==> config.mk <==
export PLATFORM = sky130hd
export DESIGN_NAME = gbe_linkup_monitor_flat
export DESIGN_NICKNAME = d
export VERILOG_FILES = /design/src/rtl/gbe_linkup_monitor_if.sv /design/src/rtl/gbe_linkup_monitor.sv /design/src/flat_wrapper.sv
export SDC_FILE = /design/constraint.sdc
export NUM_CORES = 1
export LEC_CHECK = 0
export ABC_AREA = 1
export CAP_MARGIN = 20
export CORE_MARGIN = 1
export CORE_UTILIZATION = 50
export CTS_CLUSTER_SIZE = 10
export DETAILED_ROUTE_END_ITERATION = 8
export PLACE_DENSITY = 0.76
export SETUP_SLACK_MARGIN = 0.2
export SLEW_MARGIN = 10
export SYNTH_ARGS = -nofsm -noshare
export SYNTH_HDL_FRONTEND = slang
export SYNTH_SLANG_ARGS = --single-unit
==> constraint.sdc <==
create_clock -name user_clk -period 2.1 [get_ports user_clk]
set_input_delay 0.315 -clock user_clk [delete_from_list [all_inputs] [get_ports user_clk]]
set_output_delay 0.315 -clock user_clk [all_outputs]
set_load 0.01 [all_outputs]
==> src/rtl/gbe_linkup_monitor_if.sv <==
// Link status bus between the gbe core side (master) and the linkup monitor (slave).
// The master drives the raw linkup and the software clear, and receives the qualified status.
interface gbe_linkup_monitor_if;
    logic        linkup_in;
    logic        cnt_clr;
    logic        link_stable;
    logic        down_event;
    logic [31:0] status_word;

    modport master (
        output linkup_in, cnt_clr,
        input  link_stable, down_event, status_word
    );

    modport slave (
        input  linkup_in, cnt_clr,
        output link_stable, down_event, status_word
    );
endinterface

==> src/rtl/gbe_linkup_monitor.sv <==
// Debounces the raw 10GbE linkup, counts confirmed drops and aborted qualifications,
// and packs everything into the 32-bit status word read by software.
module gbe_linkup_monitor #(
    parameter int DEBOUNCE_CYCLES = 1024,
    parameter int DOWN_CNT_W      = 16,
    parameter int GLITCH_CNT_W    = 8
) (
    input  logic                 user_clk,
    input  logic                 user_rst,
    gbe_linkup_monitor_if.slave  bus
);
    localparam int DW = $clog2(DEBOUNCE_CYCLES);
    localparam logic [DW-1:0] DLAST = DW'(DEBOUNCE_CYCLES - 1);

    typedef enum logic [1:0] {
        DOWN      = 2'd0,
        QUAL_UP   = 2'd1,
        UP        = 2'd2,
        QUAL_DOWN = 2'd3
    } state_t;

    logic [1:0]              sync_pipe;
    logic                    lk_s;
    state_t                  state;
    logic [DW-1:0]           dcnt;
    logic [DOWN_CNT_W-1:0]   down_cnt;
    logic [GLITCH_CNT_W-1:0] glitch_cnt;
    logic                    ever_down;
    logic                    link_stable_r;
    logic                    down_event_r;
    logic [31:0]             status_r;
    logic                    down_hit;
    logic                    glitch_hit;
    logic                    stable_nxt;

    // linkup_in is asynchronous to user_clk; only the synced copy is used below
    always_ff @(posedge user_clk or posedge user_rst) begin
        if (user_rst) sync_pipe <= '0;
        else          sync_pipe <= {sync_pipe[0], bus.linkup_in};
    end
    assign lk_s = sync_pipe[1];

    always_comb begin
        down_hit   = (state == QUAL_DOWN) && !lk_s && (dcnt == DLAST);
        glitch_hit = ((state == QUAL_UP) && !lk_s) || ((state == QUAL_DOWN) && lk_s);
        // debounced level: the link counts as up until a drop is fully confirmed
        stable_nxt = 1'b0;
        case (state)
            DOWN:      stable_nxt = 1'b0;
            QUAL_UP:   stable_nxt = lk_s && (dcnt == DLAST);
            UP:        stable_nxt = 1'b1;
            QUAL_DOWN: stable_nxt = !down_hit;
            default:   stable_nxt = 1'b0;
        endcase
    end

    always_ff @(posedge user_clk or posedge user_rst) begin
        if (user_rst) begin
            state         <= DOWN;
            dcnt          <= '0;
            link_stable_r <= 1'b0;
            down_event_r  <= 1'b0;
        end else begin
            link_stable_r <= stable_nxt;
            down_event_r  <= down_hit;
            case (state)
                DOWN: if (lk_s) begin
                    state <= QUAL_UP;
                    dcnt  <= '0;
                end
                QUAL_UP: begin
                    if (!lk_s)               state <= DOWN;
                    else if (dcnt == DLAST)  state <= UP;
                    else                     dcnt  <= dcnt + 1'b1;
                end
                UP: if (!lk_s) begin
                    state <= QUAL_DOWN;
                    dcnt  <= '0;
                end
                QUAL_DOWN: begin
                    if (lk_s)                state <= UP;
                    else if (dcnt == DLAST)  state <= DOWN;
                    else                     dcnt  <= dcnt + 1'b1;
                end
                default: state <= DOWN;
            endcase
        end
    end

    // a clear coinciding with an event leaves that event counted once
    always_ff @(posedge user_clk or posedge user_rst) begin
        if (user_rst) begin
            down_cnt   <= '0;
            glitch_cnt <= '0;
            ever_down  <= 1'b0;
        end else if (bus.cnt_clr) begin
            down_cnt   <= down_hit   ? DOWN_CNT_W'(1)   : '0;
            glitch_cnt <= glitch_hit ? GLITCH_CNT_W'(1) : '0;
            ever_down  <= down_hit;
        end else begin
            if (down_hit && (down_cnt != '1))     down_cnt   <= down_cnt + 1'b1;
            if (glitch_hit && (glitch_cnt != '1)) glitch_cnt <= glitch_cnt + 1'b1;
            if (down_hit)                         ever_down  <= 1'b1;
        end
    end

    always_ff @(posedge user_clk or posedge user_rst) begin
        if (user_rst) status_r <= '0;
        else status_r <= {16'(down_cnt), 8'(glitch_cnt), 3'b000, state, ever_down, lk_s,
                          link_stable_r};
    end

    assign bus.link_stable = link_stable_r;
    assign bus.down_event  = down_event_r;
    assign bus.status_word = status_r;
endmodule

==> src/flat_wrapper.sv <==
// flat-port wrapper written by rule: the top's interface ports become plain ports
module gbe_linkup_monitor_flat 
#(
    parameter int DEBOUNCE_CYCLES = 1024,
    parameter int DOWN_CNT_W      = 16,
    parameter int GLITCH_CNT_W    = 8
)
  (user_clk, user_rst, bus_linkup_in, bus_cnt_clr, bus_link_stable, bus_down_event, bus_status_word);
  gbe_linkup_monitor_if bus_i ();
  input  logic user_clk;
  input  logic user_rst;
  input wire logic [$bits(bus_i.linkup_in)-1:0] bus_linkup_in;
  input wire logic [$bits(bus_i.cnt_clr)-1:0] bus_cnt_clr;
  output wire logic [$bits(bus_i.link_stable)-1:0] bus_link_stable;
  output wire logic [$bits(bus_i.down_event)-1:0] bus_down_event;
  output wire logic [$bits(bus_i.status_word)-1:0] bus_status_word;
  assign bus_i.linkup_in = bus_linkup_in;
  assign bus_i.cnt_clr = bus_cnt_clr;
  assign bus_link_stable = bus_i.link_stable;
  assign bus_down_event = bus_i.down_event;
  assign bus_status_word = bus_i.status_word;
  gbe_linkup_monitor #(.DEBOUNCE_CYCLES(DEBOUNCE_CYCLES), .DOWN_CNT_W(DOWN_CNT_W), .GLITCH_CNT_W(GLITCH_CNT_W)) u_core (.user_clk(user_clk), .user_rst(user_rst), .bus(bus_i));
endmodule
==> out/qor.yml <==
start_util: 0.527
overflow: 0
wl_per_cell_um: 12.2
critPathArrivalTime_ns: 1.99
post-route-min-period_ns: 1.75
final_common_cell: "nand2_1"
cp_max_fo: 17
synth_warnings: 0
outcome: "complete, no violations"
slew_violations: 0
drc: 0
mostFrequentLayoutCells: "nand2_1, dfrtp_1, nor2_1"
setup_tns_ns: 0
io_buffer_count: 34
core_area_sq_um: 6030
ys_seq_area_frac: 0.552
instances_no_fill: 482
die_area_sq_um: 6670
drt_pass1_iterations: 4
synth_cell_types: 26
finalCritPeriodShare: 0.833
cp-start-kind: "flop"
rsz0062_at_grt: "false"
syn-instance-count: 358
grt_start_max_net_pins: 33
cts_root_buf: "clkbuf_8"
clock_sinks: 70
vias: 2469
dp_cells: 466
pin_count: 38
postSynthAreaPerCell_sq_um: 8.87
synth_top_area_frac: 0.552
hold_path.class: "in -> async"
drt_iter0_drc: 162
finalHoldViolations: 0
gp_congestion: 0.894
grt_first_pass_wirelength_um: 10400
required_ns: 2.34
yosysTopAreaCell: "dfrtp_1"
yosys-top-cells-area: "dfrtp_1, nand2_1, nand3_1"
maxCapViolations: 0
endpoint_kind: "flop"
final_nets: 409
ys_seq_elements: 70
setup_viol: 0
finClkSkew_ns: 0.0134
cp-startpoint: "u_core.down_cnt[1]"
synthesis.area_sq_um: 3180
antenna_found_initial: 0
clkSlewWorstSetupHoldPaths_ns: 0.08
syn_to_final_growth_pct: 21.8
clk-insertion-delay-late_ns: 0.35
ir_worst_vdd_mv: 0.378
dominantRegCellSynth: "dfrtp_1"
r2r_slack_ns: 0.35
diodes: 0
max_freq_mhz: 571
async_flop_share: 1.00
cts_tree: "built"
dpl.hpwl_um: 4130
cellPowerDensity_nw_per_um2: 725
antenna_left: 0
critPathKind: "reg -> reg"
synth_edf_count: 0
ctsHtreeMaxLevel: 3
cts_post_setup_buffers_inserted: 0
grt_pass1_vias: 2376
ctsHoldBuffers: 0
cts_buffers: 9
regToRegStartpoint: "u_core.down_cnt[1]"
fillers: 515
drive_gt1_frac: 0.111
cts_resized: 0
wirelength_um: 5900
die-height_um: 81.7
fp-row-count: 28
grt_usage: 0.210
cts_buffer_depth: 2
die_w_um: 81.7
vias_per_cell: 5.12
power_leakage_nw: 1.84
==> flip-flops by register name, indices dropped and copies added (netlist names), named ones only <==
name / flops
u_core.bus.down_event: 1
u_core.bus.link_stable: 1
u_core.bus.status_word: 29
u_core.dcnt: 10
u_core.down_cnt: 16
u_core.ever_down: 1
u_core.glitch_cnt: 8
u_core.state: 1
u_core.sync_pipe: 2
==> routing by layer <==
layer,GRT usage,share of wire,vias to the layer above
met2,0.337,0.47,55
met1,0.267,0.46,1164
met3,0.0422,0.041,12
li1,-,-,1238
met5,0,0,-
met4,0.116,0.024,0
==> logic make-up after synthesis <==
group / Yosys count / share of synthesized area
buffers and inverters: 37 / 0.0548
XOR/XNOR: 17 / 0.0469
adder cells (fa/ha/maj): 3 / 0.0118
flip-flops: 70 / 0.552
AND/OR/NAND/NOR: 212 / 0.298
other: 1 / 0.00118
AO/OA/AOI/OAI: 18 / 0.0359
==> cells in the mapped netlist, types with 3 or more instances <==
master / instances
nand2_1: 101
dfrtp_1: 70
nor2_1: 43
nand3_1: 38
inv_1: 21
xor2_1: 17
nand4_1: 16
o21ai_0: 7
inv_2: 5
buf_2: 4
buf_4: 4
nor2_2: 4
o21bai_1: 4
a21oi_1: 3
ha_1: 3
nor2_4: 3
o21ai_2: 3
==> critical path, cell delays in order, from the launching register on <==
cell     delay, ns
dfrtp_1       0.43
ha_2          0.26
nand3_2       0.13
inv_2         0.09
nand2_2       0.07
nor2_4        0.12
inv_2         0.05
nand2_4       0.15
nand2_1       0.18
nand2_1       0.12
nand2_1       0.05
==> metrics by stage <==
step | hold WS [ns] | area [sq um] | util | power [mW] | setup WS [ns]
2_1_floorplan | 0.331 | 3190 | - | 1.50 | 0.638
3_3_place_gp | 0.336 | 3630 | 0.602 | 1.55 | 0.436
3_5_place_dp | 0.340 | 3630 | 0.602 | 1.55 | 0.348
4_1_cts | 0.344 | 3860 | 0.641 | 2.84 | 0.321
5_1_grt | 0.370 | 3870 | 0.642 | 2.91 | 0.202
6_report | 0.331 | 3870 | 0.642 | 2.80 | 0.350
==> where the power goes <==
| part | switching, mW | total [mW] | internal [mW] |
|---|---|---|---|
| registers | 0.0233 | 1.39 | 1.37 |
| logic | 0.0833 | 0.131 | 0.0480 |
| clock network | 0.492 | 1.28 | 0.787 |
==> worst paths after layout <==
check	end	depth (start not counted)
hold reg to reg	u_core.sync_pipe[1]	0
hold / removal	u_core.glitch_cnt[7]	2
min in group user_clk	u_core.sync_pipe[1]	0
setup reg to reg	u_core.down_cnt[0]	10
setup / recovery	u_core.down_cnt[0]	10
max in group asynchronous	u_core.down_cnt[0]	3
==> layout make-up <==
cell class	count	area [sq um]	area share
clock inverters	6	110	0.0285
multi-input cells	253	1260	0.326
clock buffers	10	128	0.0330
well taps	75	93.8	0.0243
flip-flops and latches	70	1750	0.453
inverters	27	105	0.0272
repair buffers	41	418	0.108
Note: power is estimated with default switching activity, not from simulation.
